<file path="src/rtl/md_issue_ctrl.sv">
// md_issue_ctrl: multiply/divide issue controller at the E/M boundary.
// Captures E-stage HI/LO instructions and drives one-cycle registered
// Start/LOWrite/HIWrite pulses with latched operands. It tracks the unit's
// Busy window and stalls D while a HI/LO operation is in flight.
// Optional feature: define MD_WATCHDOG_EN to enable the busy watchdog and the
// sticky protocol error flag (md_err).
//
//  state    | meaning
//  ---------+-------------------------------------------------------------
//  ST_IDLE  | no operation in flight; accepts mtlo/mthi/start from E
//  ST_ISSUE | md_start is high this cycle; Busy not yet visible
//  ST_WAIT  | unit is working; leave when md_busy drops (or watchdog fires)
module md_issue_ctrl #(
   parameter int MAX_WAIT = 16,
   parameter int OPW      = 4
) (
   input  logic           clk,
   input  logic           reset,
   input  logic           D_md_use,
   input  logic           E_valid,
   input  logic           E_start,
   input  logic           E_mtlo,
   input  logic           E_mthi,
   input  logic [OPW-1:0] E_aluop,
   input  logic [31:0]    E_rs,
   input  logic [31:0]    E_rt,
   input  logic           md_busy,
   output logic           md_start,
   output logic           md_lowrite,
   output logic           md_hiwrite,
   output logic [OPW-1:0] md_aluop,
   output logic [31:0]    md_d1,
   output logic [31:0]    md_d2,
   output logic           stall,
   output logic           md_err
);

   typedef enum logic [1:0] {
      ST_IDLE  = 2'd0,
      ST_ISSUE = 2'd1,
      ST_WAIT  = 2'd2
   } state_t;

   state_t           r_state;
   logic             r_start;
   logic             r_lowrite;
   logic             r_hiwrite;
   logic [OPW-1:0]   r_aluop;
   logic [31:0]      r_d1;
   logic [31:0]      r_d2;
   logic             w_req;

`ifdef MD_WATCHDOG_EN
   localparam logic [4:0] LP_MAX_WAIT = 5'(MAX_WAIT);
   logic [4:0]       r_wcnt;
   logic             r_err;
`else
   // MAX_WAIT only matters to the watchdog; keep it referenced in this build.
   logic             w_unused_cfg;
   assign w_unused_cfg = (MAX_WAIT != 0);
`endif

   // Any HI/LO request presented by a valid E-stage instruction.
   assign w_req = E_valid & (E_mtlo | E_mthi | E_start);

   // Issue FSM: registered command pulses, operand latch and Busy tracking.
   always_ff @(posedge clk or negedge reset) begin
      if (!reset) begin
         r_state   <= ST_IDLE;
         r_start   <= 1'b0;
         r_lowrite <= 1'b0;
         r_hiwrite <= 1'b0;
         r_aluop   <= '0;
         r_d1      <= '0;
         r_d2      <= '0;
`ifdef MD_WATCHDOG_EN
         r_wcnt    <= '0;
         r_err     <= 1'b0;
`endif
      end else begin
         r_start   <= 1'b0;
         r_lowrite <= 1'b0;
         r_hiwrite <= 1'b0;
         case (r_state)
            ST_IDLE: begin
               // mtlo wins over mthi, which wins over start: one pulse per cycle.
               if (E_valid & E_mtlo) begin
                  r_lowrite <= 1'b1;
                  r_aluop   <= E_aluop;
                  r_d1      <= E_rs;
                  r_d2      <= E_rt;
               end else if (E_valid & E_mthi) begin
                  r_hiwrite <= 1'b1;
                  r_aluop   <= E_aluop;
                  r_d1      <= E_rs;
                  r_d2      <= E_rt;
               end else if (E_valid & E_start) begin
                  r_start   <= 1'b1;
                  r_aluop   <= E_aluop;
                  r_d1      <= E_rs;
                  r_d2      <= E_rt;
                  r_state   <= ST_ISSUE;
               end
            end
            ST_ISSUE: begin
               r_state <= ST_WAIT;
`ifdef MD_WATCHDOG_EN
               r_wcnt  <= '0;
               if (w_req) r_err <= 1'b1;
`endif
            end
            ST_WAIT: begin
`ifdef MD_WATCHDOG_EN
               if (w_req) r_err <= 1'b1;
               if (md_busy && (r_wcnt == LP_MAX_WAIT)) begin
                  r_err   <= 1'b1;
                  r_state <= ST_IDLE;
               end else if (md_busy) begin
                  if (r_wcnt != 5'h1f) r_wcnt <= r_wcnt + 5'd1;
               end else begin
                  r_state <= ST_IDLE;
               end
`else
               // An illegal op never raises Busy, so this also exits after one cycle.
               if (!md_busy) r_state <= ST_IDLE;
`endif
            end
            default: r_state <= ST_IDLE;
         endcase
      end
   end

   // Stall also covers the E_start cycle, before Start is registered.
   assign stall = D_md_use & ((r_state != ST_IDLE) | (E_valid & E_start));

   assign md_start   = r_start;
   assign md_lowrite = r_lowrite;
   assign md_hiwrite = r_hiwrite;
   assign md_aluop   = r_aluop;
   assign md_d1      = r_d1;
   assign md_d2      = r_d2;
`ifdef MD_WATCHDOG_EN
   assign md_err     = r_err;
`else
   assign md_err     = 1'b0;
`endif

endmodule

</file>
<file path="config.mk">
export PLATFORM = sky130hd
export DESIGN_NAME = md_issue_ctrl
export DESIGN_NICKNAME = d
export VERILOG_FILES = /design/src/rtl/md_issue_ctrl.sv
export SDC_FILE = /design/constraint.sdc
export NUM_CORES = 1
export LEC_CHECK = 0
export ABC_AREA = 1
export BUFFER_PORTS_ARGS = -buffer_cell sky130_fd_sc_hd__buf_2
export CORE_MARGIN = 2
export CORE_UTILIZATION = 44
export CTS_CLUSTER_SIZE = 16
export DETAILED_ROUTE_END_ITERATION = 8
export PLACE_DENSITY = 0.77
export SETUP_SLACK_MARGIN = 0.02
export SYNTH_ARGS = -nofsm -noshare
export SYNTH_HDL_FRONTEND = slang
export SYNTH_SLANG_ARGS = --single-unit
</file>
<file path="constraint.sdc">
create_clock -name clk -period 1.3 [get_ports clk]
set_input_delay 0.13 -clock clk [delete_from_list [all_inputs] [get_ports clk]]
set_output_delay 0.13 -clock clk [all_outputs]
set_load 0.01 [all_outputs]
</file>
# Word level (Yosys, flattened, before mapping)
# Cells that the tools add are included.
[word_totals]
regBits = 73
inputBits = 76
out_inout_bits = 73
word_cells = 46
[op_classes]
n_eq_ne = 6
muxes = 23
bitwise_logic = 5
reduce_logical = 5
[op_table]
columns = ["operator", "count"]
rows = [
  ["$mux 32", 6],
  ["$mux 4", 3],
  ["$mux 1", 9],
  ["$mux 2", 4],
  ["$ne 2x2->1 const B", 4],
  ["$pmux 2 s3", 1],
  ["$and 1x1->1", 4],
  ["$reduce_and 4->1", 1],
  ["$reduce_bool 3->1", 1],
  ["$eq 2x1->1 const B", 1],
  ["$eq 2x2->1 const B", 1],
  ["$logic_not 2->1", 1],
  ["$reduce_and 2->1", 1],
  ["$reduce_bool 2->1", 1],
  ["$or 1x1->1", 1],
]

# Depth between registers and ports, before layout
[depth]
word_depth = 5
mapped_depth = 7
mapped_depth_nobuf = 5

# Worst setup path after synthesis
# OpenSTA, ideal clock, no wires.
[synth_path]
path_type = "register to register"
from = "register r_state[1]"
to = "register r_aluop[2] (netlist: md_aluop[2])"
setup_ns = 0.117
arrival_time_ns = 1.091
required_ns = 1.183
slack_ns = 0.091
path_stages_with_launch = 7
n_path_buf = 2
synth_period_minus_slack_ns = 1.209
path_cell_list = "dfrtp_1 -> nor2_4 -> nand2_1 -> buf_4 -> buf_6 -> nand3_1 -> nand2_1"
[synth_via]
elab_chain_len = 2
[synth_rtl]
columns = ["element", "line", "rtl"]
rows = [
  ["start: declaration", "44", "state_t r_state;"],
  ["start signal: assignment", "69", "r_state <= ST_IDLE;"],
  ["start signal: assignment", "102", "r_state <= ST_ISSUE;"],
  ["start signal: assignment", "106", "r_state <= ST_WAIT;"],
  ["$logic_not 2->1", "84", "case (r_state)"],
  ["$reduce_and 2->1 (no line)", "-", ""],
  ["end signal: assignment", "89", "r_aluop <= E_aluop;"],
  ["end signal: assignment", "94", "r_aluop <= E_aluop;"],
  ["end signal: assignment", "99", "r_aluop <= E_aluop;"],
  ["end: declaration", "48", "logic [OPW-1:0] r_aluop;"],
]
# Every way passes these cells.
# A chain may end at the register's enable or synchronous reset.

# Final worst setup path
[layout_path]
from = "register r_state[1]"
to = "output port stall"
[layout_via]
elab_chain_len = 3
[layout_rtl]
columns = ["element", "line", "rtl"]
rows = [
  ["$reduce_bool 2->1", "134", "assign stall = D_md_use & ((r_state != ST_IDLE) | (E_valid & E_start));"],
  ["$or 1x1->1", "134", ""],
  ["$and 1x1->1", "134", ""],
  ["end: declaration", "34", "output logic stall,"],
]
# Every way passes these cells.

==> impl_metrics.json <==
{
  "clock-root-buffer": "clkbuf_8",
  "arrival_ns": 1.20,
  "cts_sinks": 73,
  "synth-simple-area-share": 0.3336,
  "cts_tree": "done",
  "core_region_area_um2": 6719,
  "die_w_um": 86.68,
  "synth_compound_area_frac": 0.004160,
  "p_sw_mw": 2.105,
  "clk_latency_ns": 0.34,
  "grt_max_degree": 53,
  "gp_congestion": 0.7993,
  "grt_pass1_wl_mm": 13.00,
  "syn_nets": 400,
  "stdcell_count": 560,
  "start_util": 0.4477,
  "internal-power_mw": 4.703,
  "fillers": 588,
  "grt_use_total": 0.2220,
  "dp_cells": 534,
  "irDropWorstVdd_mv": 0.9324,
  "ys_ff_latch": 73,
  "synth.avg_cell_area_um2": 9.284,
  "synth_commonest_cells": "nand3_1 (137), nand2_1 (74), dfrtp_1 (73), buf_2 (15), buf_1 (5)",
  "synth-edff-count": 0,
  "dr_total_vias": 2926,
  "path_max_fanout": 3,
  "antenna-diode-count": 0,
  "synth-xor-area-share": 0,
  "yosys.area.top_type_share": 0.6073,
  "outcome": "finished with violations",
  "setup_violations": 14,
  "avgViaCountPerCell": 5.225,
  "dpl.hpwl_mm": 5.451,
  "failed_checks": "negative setup slack",
  "cts_made_buffers": 9,
  "ioPinCount": 149,
  "switching_share": 0.3092,
  "combPwrFrac": 0.273,
  "worstSetupPathType": "register to output pin",
  "place_ws_ns": 0.07147,
  "seqPwrFrac": 0.434,
  "drc": 0,
  "synthAdderAreaFrac": 0,
  "clk_path_buf_depth": 2,
  "hold_class": "input port to register",
  "drive_above_1_share": 0.3938,
  "max_freq_mhz": 749.8,
  "maxCapViolCount": 0,
  "ys_top_cells_by_area": "dfrtp_1 (61%), nand3_1 (23%), nand2_1 (9.2%)",
  "routed_wl_mm": 8.382,
  "die_h_um": 86.68,
  "synthesis.area_um2": 3008,
  "synth.distinct_cells": 17,
  "min_period_ns": 1.334,
  "synth_mux_area_frac": 0,
  "clkTransAtPathRegs_ns": 0.08,
  "hold_viol": 0,
  "routedWlPerCell_um": 14.97,
  "overflow": 0,
  "cellLeakagePower_nw": 2.422,
  "start_kind": "register",
  "synth_warnings": 0,
  "skew_ns": 0.01242,
  "rows": 30,
  "first_iter_violations": 146,
  "finalNetCount": 551,
  "synth.most_common_cell": "nand3_1",
  "period_share": 1.026,
  "worst_slack_ns": -0.03362,
  "numPortBuffers": 147,
  "grt_pass1_vias": 2793,
  "postRouteAntennaNets": 0,
  "slew_viol_final": 0,
  "ys_seq_area_frac": 0.6073,
  "async_flop_share": 1.000,
  "crit_required_ns": 1.17,
  "endpoint_kind": "output pin",
  "first_pass_iters": 4,
  "syn_inst": 324,
  "grt_antenna_before_repair": 0,
  "clkPwrFrac": 0.293,
  "design.die.area_um2": 7513,
  "synth_top_family_by_area": "simple AND/OR/NAND/NOR gates",
  "powerDensity_nw_per_um2": 1598,
  "synth_top_cell_by_area": "dfrtp_1",
  "rsz0062_at_grt": "true",
  "ys.flop_type": "dfrtp_1",
  "syn_to_final_growth_pct": 41.64,
  "h-tree-depth": 3
}
## flip-flops by register name, summed over array words and instances, names as in the netlist
name / count
md_hiwrite: 1
md_aluop: 4
md_d2: 32
r_state: 2
md_start: 1
md_d1: 32
md_lowrite: 1
## path summary, 6_finish.rpt
check	startpoint	end	slack (ns)	depth (start not counted)
max	r_state[1]$_DFFE_PN0P_	stall	-0.03	4
min reg2reg	md_d2[12]$_DFFE_PN0P_	md_d2[12]$_DFFE_PN0P_	0.49	2
max reg2reg	r_state[1]$_DFFE_PN0P_	md_d2[7]$_DFFE_PN0P_	-0.02	6
min in group asynchronous	reset	md_d1[10]$_DFFE_PN0P_	0.23	2
max in group asynchronous	reset	md_d2[9]$_DFFE_PN0P_	0.61	3
min	E_rs[10]	md_d1[10]$_DFFE_PN0P_	0.01	3
## metrics by stage
| step | instance area [um2] | util | TNS (ns) | hold WS (ns) | power [mW] |
|---|---|---|---|---|---|
| floorplan | 3008 | - | 0 | -0.1656 | 3.899 |
| global placement | 3875 | 0.5767 | 0 | 0.05483 | 4.697 |
| detailed placement | 3875 | 0.5767 | 0 | 0.05711 | 4.758 |
| CTS | 4187 | 0.6231 | -0.04808 | 0.0005094 | 6.823 |
| global route | 4260 | 0.6341 | -3.420 | 0.01312 | 7.197 |
| finish | 4260 | 0.6341 | -0.1228 | 0.01271 | 6.808 |
## power by group through the flow
stage	combinational [mW]	clock, mW	sequential (mW)
after floorplan	0.698	0	3.20
after global routing	2.07	2.13	3.00
after CTS	1.83	2.04	2.95
after detailed placement	1.76	0	2.99
after global placement	1.72	0	2.98
final	1.86	1.99	2.95
## worst max-delay path: stages (launching register included)
cell and delay, ns:
dfrtp_1 0.41, nor2_4 0.17, buf_12 0.12, a21boi_2 0.04, buf_2 0.13
## cell families (layout without fill, tap and decap cells)
group,count (synthesis),in the layout
and+or+nand+nor,217,217
DFF,73,73
buffers and inverters,31,187
AOI/OAI and AO/OA,2,2
other,1,1
## layout make-up
class                   count  area (um2)  area share
repair buffers            169        1059      0.2485
clock inverters             5       77.57     0.01821
flip-flops and latches     73        1827      0.4288
multi-input cells         220        1039      0.2438
clock buffers              11       151.4     0.03554
inverters                   2       7.507    0.001762
well taps                  80       100.1     0.02349
## layer usage
layer | vias up | routed length (um) | part of all wire | GRT usage
met1 | 1399 | 3460 | 0.41 | 0.2768
met3 | 14 | 513 | 0.061 | 0.03714
met2 | 119 | 4232 | 0.50 | 0.3762
met4 | 0 | 176 | 0.021 | 0.1051
met5 | - | 0 | 0 | 0
li1 | 1394 | - | - | -
## what timing repair did
action                     CTS  global route
hold endpoints to repair    59             0
resized for setup            1             6
setup endpoints to repair    1            69
pin swaps                    1             3
hold buffers                 2             0
gates cloned                 1             2
setup buffers                4             1
## cell usage in the layout (no fill, tap or decap), types with 2 or more instances in the layout
cell           Yosys  layout
buf_4              3       9
buf_2             15     146
dfrtp_1           73      73
dlygate4sd3_1      0       2
buf_12             0       7
nand3_2            1       2
nand3_1          137     136
nor2_1             2       2
bufinv_16          0       2
buf_6              2       2
inv_1              2       2
clkinv_2           0       2
clkbuf_8           0      11
nand2_1           74      72
clkbuf_16          0       2
Note: power is estimated with default switching activity, not from simulation.
